--- src/rtl/mct_rd_arbiter.sv ---
// Two-requester AXI4 read arbiter with an in-order owner-tag FIFO steering R beats to one stream.
// Define MCT_RD_ARB_RR_EN for round-robin grant; otherwise the NFA loader has strict priority.
module mct_rd_arbiter #(
  parameter int C_ADDR_WIDTH      = 64,
  parameter int C_DATA_WIDTH      = 512,
  parameter int C_MAX_OUTSTANDING = 16
) (
  input  logic                                 clk_i,
  input  logic                                 rst_i,
  input  logic                                 nfa_arvalid_i,
  output logic                                 nfa_arready_o,
  input  logic [C_ADDR_WIDTH-1:0]              nfa_araddr_i,
  input  logic [7:0]                           nfa_arlen_i,
  input  logic                                 qry_arvalid_i,
  output logic                                 qry_arready_o,
  input  logic [C_ADDR_WIDTH-1:0]              qry_araddr_i,
  input  logic [7:0]                           qry_arlen_i,
  output logic                                 m_axi_arvalid,
  input  logic                                 m_axi_arready,
  output logic [C_ADDR_WIDTH-1:0]              m_axi_araddr,
  output logic [7:0]                           m_axi_arlen,
  input  logic                                 m_axi_rvalid,
  output logic                                 m_axi_rready,
  input  logic [C_DATA_WIDTH-1:0]              m_axi_rdata,
  input  logic                                 m_axi_rlast,
  output logic                                 m_axis_tvalid,
  input  logic                                 m_axis_tready,
  output logic [C_DATA_WIDTH-1:0]              m_axis_tdata,
  output logic                                 m_axis_tlast,
  output logic                                 m_axis_ttype,
  output logic [$clog2(C_MAX_OUTSTANDING):0]   outstanding_o,
  output logic                                 busy_o
);

  localparam int PTR_W = $clog2(C_MAX_OUTSTANDING);
  localparam int CNT_W = PTR_W + 1;
  localparam logic [CNT_W-1:0] MAX_CNT = CNT_W'(C_MAX_OUTSTANDING);

  logic                         arvalid_q;
  logic [C_ADDR_WIDTH-1:0]      araddr_q;
  logic [7:0]                   arlen_q;
  logic [CNT_W-1:0]             outstanding_q;
  logic [CNT_W-1:0]             outstanding_d;
  logic [C_MAX_OUTSTANDING-1:0] tag_q;
  logic [PTR_W-1:0]             wr_ptr_q;
  logic [PTR_W-1:0]             rd_ptr_q;
  logic                         fifo_empty_s;
  logic                         can_issue_s;
  logic                         nfa_gnt_s;
  logic                         qry_gnt_s;
  logic                         grant_s;
  logic                         pop_s;

  // The tag FIFO occupancy always equals the outstanding burst count.
  assign fifo_empty_s = (outstanding_q == {CNT_W{1'b0}});
  assign can_issue_s  = (~arvalid_q | m_axi_arready) & (outstanding_q < MAX_CNT);

`ifdef MCT_RD_ARB_RR_EN
  logic rr_q;

  // Under contention the requester that did not win last time is served.
  assign nfa_arready_o = can_issue_s & (~qry_arvalid_i | rr_q);
  assign qry_arready_o = can_issue_s & (~nfa_arvalid_i | ~rr_q);

  // Pointer remembers the owner of the most recent grant.
  always_ff @(posedge clk_i or posedge rst_i) begin
    if (rst_i) begin
      rr_q <= 1'b0;
    end else if (grant_s) begin
      rr_q <= qry_gnt_s;
    end else begin
      rr_q <= rr_q;
    end
  end
`else
  assign nfa_arready_o = can_issue_s;
  assign qry_arready_o = can_issue_s & ~nfa_arvalid_i;
`endif

  assign nfa_gnt_s = nfa_arvalid_i & nfa_arready_o;
  assign qry_gnt_s = qry_arvalid_i & qry_arready_o;
  assign grant_s   = nfa_gnt_s | qry_gnt_s;

  assign m_axi_rready  = m_axis_tready & ~fifo_empty_s;
  assign m_axis_tvalid = m_axi_rvalid & ~fifo_empty_s;
  assign m_axis_tdata  = m_axi_rdata;
  assign m_axis_tlast  = m_axi_rlast;
  assign m_axis_ttype  = tag_q[rd_ptr_q];
  assign pop_s         = m_axi_rvalid & m_axi_rready & m_axi_rlast;

  assign m_axi_arvalid = arvalid_q;
  assign m_axi_araddr  = araddr_q;
  assign m_axi_arlen   = arlen_q;
  assign outstanding_o = outstanding_q;
  assign busy_o        = arvalid_q | ~fifo_empty_s;

  // A grant and a pop in the same cycle cancel out.
  always_comb begin
    outstanding_d = outstanding_q;
    case ({grant_s, pop_s})
      2'b10:   outstanding_d = outstanding_q + CNT_W'(1);
      2'b01:   outstanding_d = outstanding_q - CNT_W'(1);
      default: outstanding_d = outstanding_q;
    endcase
  end

  // AR register slice, tag FIFO and burst counter.
  always_ff @(posedge clk_i or posedge rst_i) begin
    if (rst_i) begin
      arvalid_q     <= 1'b0;
      araddr_q      <= {C_ADDR_WIDTH{1'b0}};
      arlen_q       <= 8'd0;
      outstanding_q <= {CNT_W{1'b0}};
      tag_q         <= {C_MAX_OUTSTANDING{1'b0}};
      wr_ptr_q      <= {PTR_W{1'b0}};
      rd_ptr_q      <= {PTR_W{1'b0}};
    end else begin
      if (grant_s) begin
        arvalid_q       <= 1'b1;
        araddr_q        <= nfa_gnt_s ? nfa_araddr_i : qry_araddr_i;
        arlen_q         <= nfa_gnt_s ? nfa_arlen_i : qry_arlen_i;
        tag_q[wr_ptr_q] <= qry_gnt_s;
        wr_ptr_q        <= wr_ptr_q + PTR_W'(1);
      end else if (m_axi_arready) begin
        arvalid_q <= 1'b0;
      end else begin
        arvalid_q <= arvalid_q;
      end
      if (pop_s) begin
        rd_ptr_q <= rd_ptr_q + PTR_W'(1);
      end else begin
        rd_ptr_q <= rd_ptr_q;
      end
      outstanding_q <= outstanding_d;
    end
  end

endmodule
--- config.mk ---
export PLATFORM = sky130hd
export DESIGN_NAME = mct_rd_arbiter
export DESIGN_NICKNAME = d
export VERILOG_FILES = /design/src/rtl/mct_rd_arbiter.sv
export SDC_FILE = /design/constraint.sdc
export NUM_CORES = 1
export LEC_CHECK = 0
export BUFFER_PORTS_ARGS = -buffer_cell sky130_fd_sc_hd__buf_2
export CAP_MARGIN = 10
export CORE_AREA = 2 2 487 489
export CTS_CLUSTER_DIAMETER = 120
export DETAILED_ROUTE_END_ITERATION = 10
export DIE_AREA = 0 0 489 491
export GPL_TIMING_DRIVEN = 0
export PLACE_DENSITY = 0.3
export SKIP_LAST_GASP = 1
export SLEW_MARGIN = 10
export SYNTH_ARGS = -nofsm -noshare
export SYNTH_HDL_FRONTEND = slang
export SYNTH_SLANG_ARGS = --single-unit
--- constraint.sdc ---
create_clock -name clk_i -period 2.7 [get_ports clk_i]
set_clock_uncertainty 0.05 [all_clocks]
set_input_delay 0.135 -clock clk_i [delete_from_list [all_inputs] [get_ports clk_i]]
set_output_delay 0.135 -clock clk_i [all_outputs]
set_load 0.01 [all_outputs]
* Yosys cells after proc, flatten, opt, wreduce, memory -nomap -nowiden
Index checks and enable logic that the tools add are counted.
** Storage, ports and cells
- Bits in registers :: 102
- Word-level logic and storage cells :: 45
- Output and inout bits :: 597
** Operators by class
- Add/subtract/negate cells :: 4
- Reduce and logical (&&, ||, !) cells :: 4
- Order comparisons :: 4
- Equality and inequality tests :: 2
- Multiplexer cells :: 10
- Bitwise operators :: 14
** Operators by type and width (count)
- $mux 64 :: 1
- $bwmux 16 :: 1
- $lt 4x5->1 const B :: 2
- $pmux 5 s2 :: 1
- $add 4x1->4 const B :: 2
- $and 1x1->1 :: 8
- $mux 8 :: 1
- $add 5x1->5 const B :: 1
- $logic_not 5->1 :: 1
- $lt 5x5->1 const B :: 1
- $sub 5x1->5 const B :: 1
- $bmux 1 s4 :: 1
- $demux 1 s4 :: 1
- $ge 4x1->1 const B :: 1
- $mux 1 :: 4
- $reduce_bool 2->1 :: 2
- $not 1->1 :: 3
- $or 1x1->1 :: 3
- $eq 2x1->1 const B :: 1
- $eq 2x2->1 const B :: 1
- $logic_and 1x1->1 :: 1

* Depth between registers and ports, before layout
Gate-level depths: netlist of the first run.
- Depth in word-level cells :: 8
- Depth in mapped cells :: 10

* Worst setup path after synthesis of the first run
OpenSTA, ideal clock, no wires.
- Kind :: reg-to-reg
- From :: register outstanding_q[1], in the netlist outstanding_o[1]
- To :: register outstanding_q[4], in the netlist outstanding_o[4]
- Setup time :: 116 ps
- Stages on the path, launching flop included :: 9
- Arrival :: 2686 ps
- Data required time :: 2534 ps
- Clock period less this slack :: 2852 ps
- Slack :: -152 ps
- Path buffers :: 0
- Cells stage by stage :: dfrtp_1 -> or4_4 -> o2111a_2 -> ha_1 -> ha_1 -> nor2b_1 -> o21a_1 -> or2_2 -> o311ai_0
** Between the ends
- Cells in the longest elaborated chain, start to end :: 7
** Ends and longest elaborated chain
- from (decl) :: line 42 : logic [CNT_W-1:0] outstanding_q;
- from (signal assigned) :: line 113 : outstanding_q <= {CNT_W{1'b0}};
- from (signal assigned) :: line 134 : outstanding_q <= outstanding_d;
- $logic_not 5->1 * :: line 55 : assign fifo_empty_s = (outstanding_q == {CNT_W{1'b0}});
- $not 1->1 * :: line 84 : assign m_axi_rready = m_axis_tready & ~fifo_empty_s;
- $and 1x1->1 * :: line 84
- $and 1x1->1 * (2 in series) :: line 89 : assign pop_s = m_axi_rvalid & m_axi_rready & m_axi_rlast;
- named net pop_s :: line 52 : logic pop_s;
- $eq 2x1->1 or $eq 2x2->1 (tied branches) :: line 100 : case ({grant_s, pop_s})
- $pmux 5 s2 or $reduce_bool 2->1 (tied branches)
Mark *: on every way through the listed nets, which the timed path passes. The rest lies on a longest branch.
A chain may end at the register's enable or synchronous reset.

* Worst setup path in the final report of the first run
- From :: register outstanding_q[3], in the netlist outstanding_o[3]
- To :: register outstanding_q[4], in the netlist outstanding_o[4]
Same word-level chain as after synthesis.

==> results.py, run 1 <==
metrics = {
    "floorplan": {
        "start_util_pct": 3.867,
        "die_y_um": 491,
        "ios": 1261,
        "rows": 178,
        "core-area_um2": 234500,
        "fp.dieW_um": 489,
        "dieArea_um2": 240100,
    },
    "cts": {
        "clock_latency_ns": 0.45,
        "path_clk_slew_ns": 0.12,
        "numCtsBuffers": 9,
        "htreeDepth": 3,
        "clock_path_buffers": 2,
        "cts-root-buf": "clkbuf_16",
        "clock_sinks": 102,
        "cts_tree": "built",
    },
    "run_status": {
        "status": "finished, violations left",
        "violations": "negative setup slack",
    },
    "timing": {
        "slew_headroom_pct": 24.90,
        "rsz0062_at_grt": "yes",
        "period_needed_ns": 2.739,
        "maxSlewViolCount": 0,
        "worst_slack_ns": -0.03858,
        "timing.final.hold_violations": 0,
        "period_share_pct": 101.4,
        "holdWs_ns": 0.05346,
        "fmax_mhz": 365.2,
        "tightest_slew_ns": 1.126,
        "setup_tns_ns": -0.03858,
        "setup_viol": 1,
    },
    "global_route": {
        "grt_first_pass_wirelength_um": 136800,
        "antenna_found_initial": 75,
        "grt_usage_pct": 9.231,
        "grt_pass1_vias": 10920,
        "grt_overflow": 0,
        "grt_max_degree": 30,
    },
    "routing": {
        "first_iter_violations": 592,
        "ant_nets": 0,
        "drc_errors": 0,
        "viasPerCell": 2.180,
        "num_vias": 11150,
        "wl_per_cell_um": 22.84,
        "totalWireLength_um": 116900,
        "dr.pass1.iters": 5,
    },
    "yosys": {
        "synth_seq_cells": 102,
        "syn-cell-area_um2": 9069,
        "ys_seq_area_share_pct": 28.15,
        "avgSynthCellArea_um2": 8.645,
        "synthesis.nets": 1723,
        "syn_inst": 1049,
        "yosys_warnings": 0,
        "ys_types": 37,
    },
    "placed_design": {
        "dp_hpwl_um": 106200,
        "place_ws_ns": -0.6300,
        "gp_congestion": 1.019,
        "dpl_cell_area_um2": 16870,
        "io_buffers": 748,
    },
    "min_path": {
        "hold-path-endpoint": "m_axi_araddr[55]",
        "min_from": "qry_araddr_i[55]",
        "hold_path_class": "primary input to flip-flop",
        "holdPathStages": 3,
    },
    "cells_and_area": {
        "drive_gt1_share_pct": 68.48,
        "multi_input_area_um2": 2514,
        "nets": 2617,
        "area_growth_pct": 105.3,
        "design_area_um2": 18620,
        "final.fill_count": 27570,
        "seq_area_um2": 2555,
    },
    "pwr": {
        "ir_drop_mv": 0.2668,
        "seqPwrFrac_pct": 24.6,
        "p_clk_share_pct": 14.5,
        "static-leakage-power_nw": 8.352,
        "p_per_area_nw_per_um2": 618.0,
        "pwr-share-comb_pct": 60.9,
        "switching_share_pct": 50.73,
        "p_int_mw": 5.670,
        "finalPower_mw": 11.51,
        "switchingPower_mw": 5.838,
    },
    "flow_run": {
        "maxCapViolations": 0,
    },
    "critical_path": {
        "cp_cell_sequence": "or4_4 -> o2111a_2 -> ha_4 -> ha_4 -> nor2b_4 -> o21a_4 -> o211ai_1 -> o311ai_4",
        "rr_worst_depth": 8,
        "startpoint_type": "flip-flop",
        "reg2reg_from": "outstanding_o[3]",
        "worstSetupPathType": "flip-flop to flip-flop",
        "cp_data_required_time_ns": 2.98,
        "end_kind": "flip-flop",
        "path_common_cell": "ha_4",
        "worstPathArrival_ns": 3.02,
        "r2r_end": "outstanding_o[4]",
        "max_stage_delay_ns": 0.60,
        "crit_fanout": 4,
        "r2r_setup_slack_ns": -0.04,
        "crit_slowest_cell": "or4_4",
    },
}
logic make-up (layout without fill, tap and decap cells):
| family | count (synthesis) | count (layout) | synth area share (%) |
|---|---|---|---|
| AOI/OAI and AO/OA | 235 | 235 | 16.34 |
| xor gates and xnor gates | 9 | 9 | 0.8691 |
| adders and majority gates | 10 | 10 | 1.463 |
| buffers and inverters | 575 | 1474 | 45.20 |
| DFF | 102 | 102 | 28.15 |
| muxes | 8 | 8 | 1.380 |
| other | 0 | 19 | 0 |
| and+or+nand+nor | 110 | 110 | 6.609 |
metal layers:
layer / wire length, µm / global-route usage, % / up-vias / share of wire [%]
li1: - / - / 4836 / -
met3: 15860 / 5.112 / 157 / 14
met1: 37220 / 8.546 / 5206 / 32
met4: 4445 / 3.711 / 40 / 3.8
met2: 59070 / 16.62 / 915 / 51
met5: 270 / 0 / - / 0.23
placed cells by master (no fill, tap or decap), types with 5 or more instances in the layout:
master         count
buf_2            757
buf_4            522
dlygate4sd3_1    124
dfrtp_1          100
a31oi_1           77
o21ai_0           74
a22oi_1           72
nor2b_1           49
nand2_1           34
clkbuf_1          30
diode_2           19
clkbuf_16          9
clkbuf_2           7
nor2_1             7
ha_1               6
xnor2_1            5
Yosys cell counts, drive strengths merged:
master  number  area share [%]
and3b        3            0.29
o21a         1           0.083
nand2       34             1.4
nor2         7            0.29
xor2         4            0.39
nand3b       1           0.083
nor2b       50             3.4
mux2         3            0.41
clkbuf      38             1.6
mux2i        2            0.22
nand4        1           0.069
or3          1           0.083
nand3        3            0.17
buf        529              43
a22oi       72             6.0
fa           1            0.22
a21o         1           0.083
dfrtp      102              28
or2          2            0.14
mux4         3            0.74
nor3b        2            0.17
or4          1            0.12
nand2b       2            0.14
o311ai       3            0.29
o21ai       75             4.1
ha           9             1.2
o2111a       1            0.14
and3         3            0.21
a21oi        3            0.17
o211ai       2            0.17
inv          8            0.33
xnor2        5            0.48
a31oi       77             5.3
repair_timing:
| action | CTS | global route |
|---|---|---|
| hold endpoints to repair | 96 | 0 |
| setup endpoints to repair | 61 | 6 |
| hold buffers | 124 | 0 |
| setup buffers | 7 | 2 |
| cloned | 0 | 0 |
| pin swaps | 9 | 7 |
| gates resized for setup | 22 | 10 |
how the worst max path moves through the flow:
stage | start | to | slack [ns] | cells after the start
after global routing | outstanding_o[3] | outstanding_o[4] | -0.14 | 8
after CTS | outstanding_o[2] | outstanding_o[4] | -0.04 | 9
after global placement | nfa_arvalid_i | m_axi_araddr[46] | -1.25 | 5
final | outstanding_o[3] | outstanding_o[4] | -0.04 | 8
after detailed placement | nfa_arvalid_i | outstanding_o[4] | -0.63 | 10
after floorplan | outstanding_o[2] | outstanding_o[4] | 0.03 | 8
power by group through the flow:
stage / Combinational (mW) / Sequential (mW) / Clock [mW]
floorplan: 2.88 / 3.01 / 0
global placement: 7.01 / 2.88 / 0
detailed placement: 7.04 / 2.88 / 0
CTS: 7.45 / 2.85 / 1.83
global route: 7.77 / 2.95 / 1.82
finish: 7.01 / 2.83 / 1.67
worst max-delay path, delay by kind of cell (launching register included):
family | cells | cell delay (ns)
and+or+nand+nor | 2 | 0.73
adders and majority gates | 2 | 0.41
DFF | 1 | 0.43
AOI/OAI and AO/OA | 4 | 0.98
stage by stage:
step	util [%]	std cells
floorplan	-	1049
global placement	7.156	4947
detailed placement	7.192	4951
CTS	7.897	5098
global route	7.933	5111
finish	7.940	5117
flip-flops by register name, summed over array words and instances, names as in the netlist:
signal	flops
m_axi_arvalid	1
tag_q	16
outstanding_o	5
rd_ptr_q	4
m_axi_arlen	8
wr_ptr_q	4
m_axi_araddr	64
final cells by class:
type                            instances  share of cell area, %
Timing Repair Buffer                  885                  27.58
Buffer                                565                  21.92
Tap cell                             3150                  21.17
Sequential cell                       102                  13.72
Multi-Input combinational cell        372                  13.50
Clock buffer                           10                  1.230
Clock inverter                          6                 0.4032
Antenna cell                           19                 0.2553
Inverter                                8                 0.2217
Power figures use the tool's default switching activity.
==> inputs of run 2 (changes only) <==
--- a/config.mk
+++ b/config.mk
@@ -13,6 +13,7 @@
 export DIE_AREA = 0 0 489 491
 export GPL_TIMING_DRIVEN = 0
 export PLACE_DENSITY = 0.3
+export SETUP_SLACK_MARGIN = 0.4
 export SKIP_LAST_GASP = 1
 export SLEW_MARGIN = 10
 export SYNTH_ARGS = -nofsm -noshare
==> run 2 against run 1 <==
Against the previous run: the run still ends with negative setup slack left; first-iteration DRC count is 7.3% lower; sequential power hardly changed; non-clock buffer count is 19 lower; routed wire length is 3.2% lower; global-route usage is 0.30 points lower.
==> results.py, run 2 (synthesized netlist as in run 1, its figures left out) <==
metrics = {
    "run_status": {
        "status": "finished, violations left",
        "violations": "negative setup slack",
    },
    "cts": {
        "htreeDepth": 3,
        "clock_path_buffers": 2,
        "cts_tree": "built",
        "path_clk_slew_ns": 0.10,
        "clock_sinks": 102,
        "cts-root-buf": "clkbuf_16",
        "numCtsBuffers": 9,
        "clock_latency_ns": 0.43,
    },
    "timing": {
        "setup_viol": 1,
        "maxSlewViolCount": 0,
        "rsz0062_at_grt": "yes",
        "fmax_mhz": 369.9,
        "period_needed_ns": 2.703,
        "timing.final.hold_violations": 0,
        "tightest_slew_ns": 1.277,
        "period_share_pct": 100.1,
        "slew_headroom_pct": 14.87,
        "worst_slack_ns": -0.003339,
        "setup_tns_ns": -0.003339,
    },
    "global_route": {
        "antenna_found_initial": 85,
        "grt_first_pass_wirelength_um": 133500,
        "grt_overflow": 0,
        "grt_pass1_vias": 11030,
        "grt_usage_pct": 8.935,
        "grt_max_degree": 29,
    },
    "floorplan": {
        "die_y_um": 491,
        "ios": 1261,
        "rows": 178,
        "start_util_pct": 3.867,
        "core-area_um2": 234500,
        "fp.dieW_um": 489,
        "dieArea_um2": 240100,
    },
    "critical_path": {
        "rr_worst_depth": 8,
        "end_kind": "flip-flop",
        "worst-path-stages": 8,
        "cp_num_buf_inv": 0,
        "startpoint_type": "flip-flop",
        "r2r_end": "outstanding_o[4]",
        "path_common_cell": "ha_4",
        "cp_data_required_time_ns": 2.95,
        "cp-startpoint": "outstanding_o[1]",
        "worstPathArrival_ns": 2.95,
        "crit_slowest_cell": "or4_4",
        "worstSetupPathType": "flip-flop to flip-flop",
        "reg2reg_from": "outstanding_o[1]",
        "max_stage_delay_ns": 0.59,
        "endpoint": "outstanding_o[4]",
        "cp_cell_sequence": "or4_4 -> o2111a_2 -> ha_4 -> ha_4 -> nor2b_4 -> o21a_4 -> o211ai_1 -> o311ai_4",
        "crit_fanout": 6,
        "critical-path-top-delay-family": "compound AO/OA/AOI/OAI gates",
        "r2r_setup_slack_ns": -0.003,
    },
    "cells_and_area": {
        "final_common_cell": "buf_2",
        "largest_register_ff_count": 64,
        "fin_util_pct": 7.917,
        "nets": 2598,
        "area_growth_pct": 104.7,
        "final_cell_mix": "buf_2, buf_4, dlygate4sd3_1, dfrtp_1, a31oi_1",
        "drive_gt1_share_pct": 69.93,
    },
    "placed_design": {
        "place_ws_ns": -0.6852,
        "dp_hpwl_um": 102900,
        "io_buffers": 748,
        "gp_congestion": 0.9775,
    },
    "flow_run": {
        "maxCapViolations": 0,
    },
    "routing": {
        "num_vias": 11160,
        "ant_nets": 0,
        "viasPerCell": 2.181,
        "wl_per_cell_um": 22.11,
        "drc_errors": 0,
        "totalWireLength_um": 113200,
        "first_iter_violations": 549,
        "dr.pass1.iters": 6,
    },
    "min_path": {
        "hold_path_class": "primary input to flip-flop",
    },
    "pwr": {
        "ir_drop_mv": 0.3440,
        "p_per_area_nw_per_um2": 625.7,
        "static-leakage-power_nw": 8.329,
    },
}
## run 2: how the worst min path moves through the flow
stage,from,to,slack [ns],cells past startpoint
floorplan,nfa_araddr_i[10],m_axi_araddr[10],0.22,2
global placement,nfa_araddr_i[36],m_axi_araddr[36],0.32,3
detailed placement,rst_i,outstanding_o[1],0.25,2
CTS,nfa_araddr_i[60],m_axi_araddr[60],0.003,3
global route,qry_araddr_i[1],m_axi_araddr[1],0.03,3
finish,qry_araddr_i[53],m_axi_araddr[53],0.04,3
## run 2: tightest hold or removal path: stages
cell	delay [ns]
buf_2	0.09
a22oi_1	0.10
o21ai_0	0.15
## run 2: metrics by stage
stage | cell area (µm²) | cells | power [mW] | hold WS (ns)
2_1_floorplan | 9109 | 1049 | 5.908 | 0.2241
3_5_place_dp | 16870 | 4951 | 9.908 | 0.2454
6_report | 18570 | 5117 | 11.62 | 0.03607
3_3_place_gp | 16790 | 4947 | 9.893 | 0.3190
5_1_grt | 18540 | 5107 | 12.55 | 0.03033
4_1_cts | 18360 | 5075 | 12.02 | 0.003464
## run 2: cell type report
class	count	area, µm²
clock buffer	9	225.2
buffer	567	4155
clock inverter	7	92.59
inverter	8	48.80
timing repair buffer	864	4926
tap	3150	3941
fill	27520	216000
multi-input combinational	372	2527
sequential	102	2556
antenna	38	95.09
## run 2: per-layer routing
| layer | track usage [%] | wire length, µm |
|---|---|---|
| met1 | 8.440 | 36730 |
| met2 | 15.88 | 56960 |
| met3 | 4.324 | 13720 |
| met4 | 4.609 | 5540 |
| met5 | 0 | 199 |
## run 2: timing repair
item                                    4_1_cts  5_1_grt
hold endpoints to repair                     75        0
endpoints found under the setup margin       93       11
setup buffers                                 9        4
resized for setup                            38       24
pin swaps                                    10        8
hold buffers                                 99        0
## run 2: where the power goes
| group | internal [mW] | switching (mW) |
|---|---|---|
| clock | 0.670 | 0.934 |
| combinational | 2.74 | 4.44 |
| sequential | 2.28 | 0.549 |
| total | 5.69 | 5.93 |
